## src/rtl/instruction_fetch.sv

```systemverilog
// instruction_fetch: fetch stage plus IF/ID pipeline register.
// Holds the PC and issues word fetches over a req/ack memory port. Fetches
// that are in flight when decode redirects are discarded.
// Optional build macro IFETCH_PERF_EN adds a saturating bubble counter port.
module instruction_fetch #(
    parameter logic [63:0] RESET_PC  = 64'h0,
    parameter logic [31:0] NOP_INSTR = 32'h0
) (
    input  logic        clock,
    input  logic        reset,
    input  logic        stall,
    input  logic        or_out,
    input  logic        Branchreg,
    input  logic        IF_ID_Flush,
    input  logic [63:0] PC_CB,
    input  logic [63:0] branch_reg_target,
    output logic        imem_req,
    output logic [63:0] imem_addr,
    input  logic        imem_ack,
    input  logic [31:0] imem_rdata,
    output logic [31:0] instruction,
    output logic [63:0] PC_out_IF_ID,
    output logic [63:0] PC_branch_link,
    output logic        if_valid
`ifdef IFETCH_PERF_EN
    ,
    output logic [31:0] bubble_count
`endif
);

    typedef enum logic [1:0] {
        S_IDLE  = 2'd0,
        S_FETCH = 2'd1,
        S_DROP  = 2'd2,
        S_HOLD  = 2'd3
    } state_t;

    typedef struct packed {
        logic [31:0] instr;
        logic [63:0] pc;
        logic [63:0] link;
        logic        valid;
    } ifid_t;

    localparam ifid_t BUBBLE = '{instr: NOP_INSTR, pc: 64'h0, link: 64'h0, valid: 1'b0};

    state_t      state_q, state_d;
    logic [63:0] pc_q, pc_d;
    logic        req_q, req_d;
    logic [63:0] addr_q, addr_d;
    logic [63:0] pend_q, pend_d;
    logic [31:0] skid_instr_q, skid_instr_d;
    logic [63:0] skid_pc_q, skid_pc_d;
    ifid_t       ifid_q, ifid_d;

    logic        redirect;
    logic [63:0] target;
    logic        ack_v;
    logic [63:0] pc_inc;
    logic        take_fetch;
    logic        take_skid;
    logic        load_bubble;

    // Branchreg wins over or_out; stalls mask redirects entirely.
    assign redirect = (or_out | Branchreg) & ~stall;
    assign target   = Branchreg ? branch_reg_target : PC_CB;
    // An ack with no request outstanding is meaningless and ignored.
    assign ack_v    = imem_ack & req_q;
    assign pc_inc   = pc_q + 64'd4;

    // State register
    always_ff @(posedge clock or negedge reset) begin
        if (!reset) state_q <= S_IDLE;
        else        state_q <= state_d;
    end

    // Next-state logic
    always_comb begin
        state_d = state_q;
        case (state_q)
            S_IDLE:  state_d = S_FETCH;
            S_FETCH: begin
                if (ack_v)         state_d = (stall && !redirect) ? S_HOLD : S_FETCH;
                else if (redirect) state_d = S_DROP;
            end
            S_DROP:  if (ack_v)  state_d = S_FETCH;
            S_HOLD:  if (!stall) state_d = S_FETCH;
            default: state_d = S_IDLE;
        endcase
    end

    // Datapath next values: PC, request, pending target, skid buffer, IF/ID
    always_comb begin
        pc_d         = pc_q;
        req_d        = req_q;
        addr_d       = addr_q;
        pend_d       = pend_q;
        skid_instr_d = skid_instr_q;
        skid_pc_d    = skid_pc_q;
        take_fetch   = 1'b0;
        take_skid    = 1'b0;
        case (state_q)
            S_IDLE: begin
                req_d  = 1'b1;
                addr_d = pc_q;
            end
            S_FETCH: begin
                if (ack_v) begin
                    if (redirect) begin
                        pc_d   = target;
                        addr_d = target;
                    end else if (stall) begin
                        // Park the word; fetch resumes at PC+4 once the stall lifts.
                        skid_instr_d = imem_rdata;
                        skid_pc_d    = pc_q;
                        pc_d         = pc_inc;
                        addr_d       = pc_inc;
                        req_d        = 1'b0;
                    end else begin
                        take_fetch = 1'b1;
                        pc_d       = pc_inc;
                        addr_d     = pc_inc;
                    end
                end else if (redirect) begin
                    // Request must stay stable until acked; remember where to go.
                    pend_d = target;
                end
            end
            S_DROP: begin
                if (redirect) pend_d = target;
                if (ack_v) begin
                    pc_d   = redirect ? target : pend_q;
                    addr_d = redirect ? target : pend_q;
                end
            end
            S_HOLD: begin
                if (!stall) begin
                    req_d = 1'b1;
                    if (redirect) begin
                        pc_d   = target;
                        addr_d = target;
                    end else begin
                        take_skid = 1'b1;
                        addr_d    = pc_q;
                    end
                end
            end
            default: ;
        endcase

        // Bubble beats any word load; a stalled IF/ID holds.
        if (stall) begin
            ifid_d = ifid_q;
        end else if (redirect || IF_ID_Flush) begin
            ifid_d = BUBBLE;
        end else if (take_fetch) begin
            ifid_d = '{instr: imem_rdata, pc: pc_q, link: pc_inc, valid: 1'b1};
        end else if (take_skid) begin
            ifid_d = '{instr: skid_instr_q, pc: skid_pc_q, link: skid_pc_q + 64'd4, valid: 1'b1};
        end else begin
            ifid_d = BUBBLE;
        end
        load_bubble = !stall && !ifid_d.valid;
    end

    // Datapath registers
    always_ff @(posedge clock or negedge reset) begin
        if (!reset) begin
            pc_q         <= RESET_PC;
            req_q        <= 1'b0;
            addr_q       <= RESET_PC;
            pend_q       <= 64'h0;
            skid_instr_q <= 32'h0;
            skid_pc_q    <= 64'h0;
            ifid_q       <= BUBBLE;
        end else begin
            pc_q         <= pc_d;
            req_q        <= req_d;
            addr_q       <= addr_d;
            pend_q       <= pend_d;
            skid_instr_q <= skid_instr_d;
            skid_pc_q    <= skid_pc_d;
            ifid_q       <= ifid_d;
        end
    end

    assign imem_req       = req_q;
    assign imem_addr      = addr_q;
    assign instruction    = ifid_q.instr;
    assign PC_out_IF_ID   = ifid_q.pc;
    assign PC_branch_link = ifid_q.link;
    assign if_valid       = ifid_q.valid;

`ifdef IFETCH_PERF_EN
    logic [31:0] bubble_q;

    // Saturating count of edges where IF/ID takes a bubble
    always_ff @(posedge clock or negedge reset) begin
        if (!reset)                               bubble_q <= 32'h0;
        else if (load_bubble && bubble_q != '1)   bubble_q <= bubble_q + 32'd1;
    end

    assign bubble_count = bubble_q;
`else
    logic unused_bubble;
    assign unused_bubble = load_bubble;
`endif

endmodule
```

## config.mk

```make
export PLATFORM = sky130hd
export DESIGN_NAME = instruction_fetch
export DESIGN_NICKNAME = d
export VERILOG_FILES = /design/src/rtl/instruction_fetch.sv
export SDC_FILE = /design/constraint.sdc
export NUM_CORES = 1
export LEC_CHECK = 0
export CORE_MARGIN = 2
export CORE_UTILIZATION = 25
export CTS_CLUSTER_DIAMETER = 100
export DETAILED_ROUTE_END_ITERATION = 10
export PLACE_DENSITY_LB_ADDON = 0.2
export SYNTH_ARGS = -nofsm -noshare
export SYNTH_HDL_FRONTEND = slang
export SYNTH_SLANG_ARGS = --single-unit
```

## constraint.sdc

```tcl
create_clock -name clock -period 4.8 [get_ports clock]
set_clock_uncertainty 0.2 [all_clocks]
set_input_delay 0.48 -clock clock [delete_from_list [all_inputs] [get_ports clock]]
set_output_delay 0.48 -clock clock [all_outputs]
set_load 0.01 [all_outputs]
```

==> results.md <==
* Status: finished, final reports clean
* DRC viols at 0
* Max FO, Critical Path at 68
* Leak pwr at 0.0122 uW
* P&R area growth vs syn at 29.0%
* Share of power burned in the clock network at 22.8%
* Synth area leader: dfrtp_1
* First drt pass iteration count at 6
* Worst R2R Start: state_q[1]
* Most common cell in the netlist: dfrtp_1
* Post-Synthesis Cells at 2495
* CP Depth at 6
* Row cnt at 113
* CTS Buf Count at 53
* Die Y at 312 um
* Ratio of final minimum period to clock period at 74.6%
* Max Clk Rate at roughly 280 MHz
* Comb pwr share at about two fifths
* Sequential share of the synthesized area at 47.4%
* Slew at the pin closest to its max-slew limit at around 1.2 ns
* Number of synthesized flops with an enable pin at 0
* CP delay by family, top: compound AO/OA/AOI/OAI gates
* Worst Path Buf+Inv at 1
* Reg2reg end: imem_addr[51]
* Top FF cell, synth: dfrtp_1
* Worst Setup End Kind: flip-flop
* Launch point of the worst path: state_q[1]
* DP Wirelength at 73.0 mm
* Largest net degree at the start of global routing at between 100 and 150
* CTS tree: yes
* Layout Nets at 2943
* Final Routed Wirelength at 103 mm
* Final Max Slew Viols at 0
* CP Cell Sequence: nand2b_1, o32a_2, buf_4, a211oi_1, a21o_1, a211o_1
* Fillers at about 9700
* Die width at 312 um
* Syn_area_per_cell at 9.53 um^2
* Async SR Flop Fraction at 100%
* Gr ovfl total at 0
* Yosys warning count at 0
* R2R Setup Slk at 1.22 ns
* First-pass GRT wire length at 150 mm
* Routed Antenna Nets at 0
* DIE AREA at between 0.09 and 0.1 mm^2
* Critical Path Source Type: flip-flop
* Routability cong. at 0.886
* Post-synth cell types at 81
* Placed Instances at 3983
* Pwr Density at just under 600 mW/mm^2
* Part of the power in registers at 38.8%
* Post-CTS sizing at 0
* Starting density of the core at 25.1%
* FF+latch count, synth at between 400 and 500
* Layout cells sized above 1 at approximately an eighth
* Cell Area, Synth at 0.0238 mm^2
* Core ar. at 0.0946 mm^2
* Req. time, crit path at 5.08 ns
* Sum of negative setup slack at 0 ns
* Post-route worst setup slack at 1.22 ns
* Setup Viol. Count Final at 0
* # Max-Cap Violations at 0
* Critical path's largest stage delay at 0.74 ns
* Worst setup path class: reg2reg
* Port Buffer Count at 392
* Max clock buf depth at 3
* Area of the multi-input gates at 0.0116 mm^2
* Vias after detailed routing at 21400
* Top post-synthesis cells by area: dfrtp_1, mux2_2, o21ai_0
* Clock Sinks at 450
* Register Area at between 0.01 and 0.015 mm^2
* Vias per inst at 5.25
* Psw at 7510 uW
* Syn Nets at 2664
* Detailed Route Iter0 Violations at about 2000
* Pre-CTS setup slack at approximately 1.1 ns
* Final hold violations at 0
* Top-area cell type share of the netlist area at 47.4%
* Sw Ratio at 41.9%
* RSZ-0062 raised after global routing: false
* Slowest CP cell: buf_4
* CP endpoint: imem_addr[51]
* Top cells by count, synth: dfrtp_1, nand2_1, o21ai_0
* Final Critical Period at 3.58 ns
* Clk pin slew, worst setup/hold paths at 0.07 ns
* I/O Pins at 393
* Worst vdd ir at 0.000335 V
* Cell-internal power at 10400 uW
* Critical path arrival at ~3.9 ns
* R2R depth at 6
* HP Class: in2reg
* Slew margin rel. at 18.2%
* Insertion delay to the later sink of the worst-skew pair at 0.62 ns
* Htree depth at 2
* Cell Count, Final, Fillers Out at 4082
* Number of global-route vias before repair at 21500
* Initial antenna violation count at 3
* GRT Util Overall at 20.5%
* Avg WL per Cell at 25.2 um
* Overall power at between 15000 and 20000 uW
* Clock root buffer master: clkbuf_16
-- routing by layer --
metal	track usage, %	wire length, um
met1	27.3	44500
met2	33.2	48100
met3	4.11	6820
met4	6.63	3300
met5	0	23
-- power by group through the flow --
stage | combinational, uW | clock (uW) | sequential (uW)
2_1_floorplan | 4640 | 0 | 6010
3_3_place_gp | 6810 | 0 | 6910
3_5_place_dp | 6900 | 0 | 6970
4_1_cts | 6940 | 4210 | 6920
5_1_grt | 7460 | 4360 | 7140
6_report | 6890 | 4100 | 6960
-- layout by cell type (no fill, tap or decap), drive strengths merged, types with 20 or more instances in the layout --
cell,instances
nor3,38
buf,58
nor4,24
nor2,182
o22ai,80
dfrtp,450
a21oi,149
o21ai,234
mux2,135
clkdlybuf4s50,389
and3,23
a22oi,81
mux2i,76
a221o,22
o211ai,20
nand4,43
inv,20
clkbuf,75
a21o,20
xnor2,66
nand3,88
nand2,290
xor2,50
and4,23
-- metrics by stage --
| stage | cell area (um^2) | utilization [%] | hold slack [ns] |
|---|---|---|---|
| CTS | 30700 | 32.4 | 0.205 |
| detailed placement | 28900 | 30.6 | 0.273 |
| global route | 30700 | 32.4 | 0.259 |
| floorplan | 23800 | - | -0.0156 |
| global placement | 28900 | 30.6 | 0.272 |
| finish | 30700 | 32.4 | 0.200 |
-- repair_timing --
action / in CTS / in global routing
hold buffers: 1 / 0
endpoints found under the hold margin: 86 / 0
setup buffers: 0 / 0
-- how the worst min path moves through the flow --
stage | to | startpoint | depth (start not counted)
2_1_floorplan | PC_branch_link[10] | reset | 0
3_3_place_gp | instruction[10] | instruction[10] | 2
3_5_place_dp | PC_out_IF_ID[27] | PC_out_IF_ID[27] | 2
4_1_cts | PC_out_IF_ID[34] | stall | 3
5_1_grt | PC_out_IF_ID[32] | stall | 3
6_report | PC_out_IF_ID[34] | stall | 3
-- layout make-up --
| class | instances | area share (%) |
|---|---|---|
| Multi-Input combinational cell | 1804 | 37.8 |
| Clock inverter | 21 | 0.734 |
| Inverter | 17 | 0.208 |
| Timing Repair Buffer | 448 | 14.5 |
| Tap cell | 1265 | 5.16 |
| Antenna cell | 2 | 0.0163 |
| Sequential cell | 450 | 36.7 |
| Clock buffer | 75 | 4.85 |
-- worst min-delay path: stages --
cell     delay (ns)
buf_6          0.29
nand2_1        0.13
o21ai_0        0.06
-- flip-flops by register name, indices dropped and copies added (netlist names) --
signal,cells
PC_out_IF_ID,64
imem_addr,64
pc_q,64
pend_q,64
skid_pc_q,64
PC_branch_link,62
instruction,32
skid_instr_q,32
state_q,2
if_valid,1
imem_req,1
-- cell families (layout without fill, tap and decap cells) --
family,after synthesis,after routing,share of synthesized area (%)
other,0,2,0
adder cells (fa/ha/maj),2,2,0.105
AND/OR/NAND/NOR,757,757,15.6
flip-flops,450,450,47.4
XOR/XNOR,116,116,4.27
multiplexers,211,211,9.61
AO/OA/AOI/OAI,718,718,18.8
buffers and inverters,241,561,4.28
No activity file was read; power rests on OpenSTA's default activity.
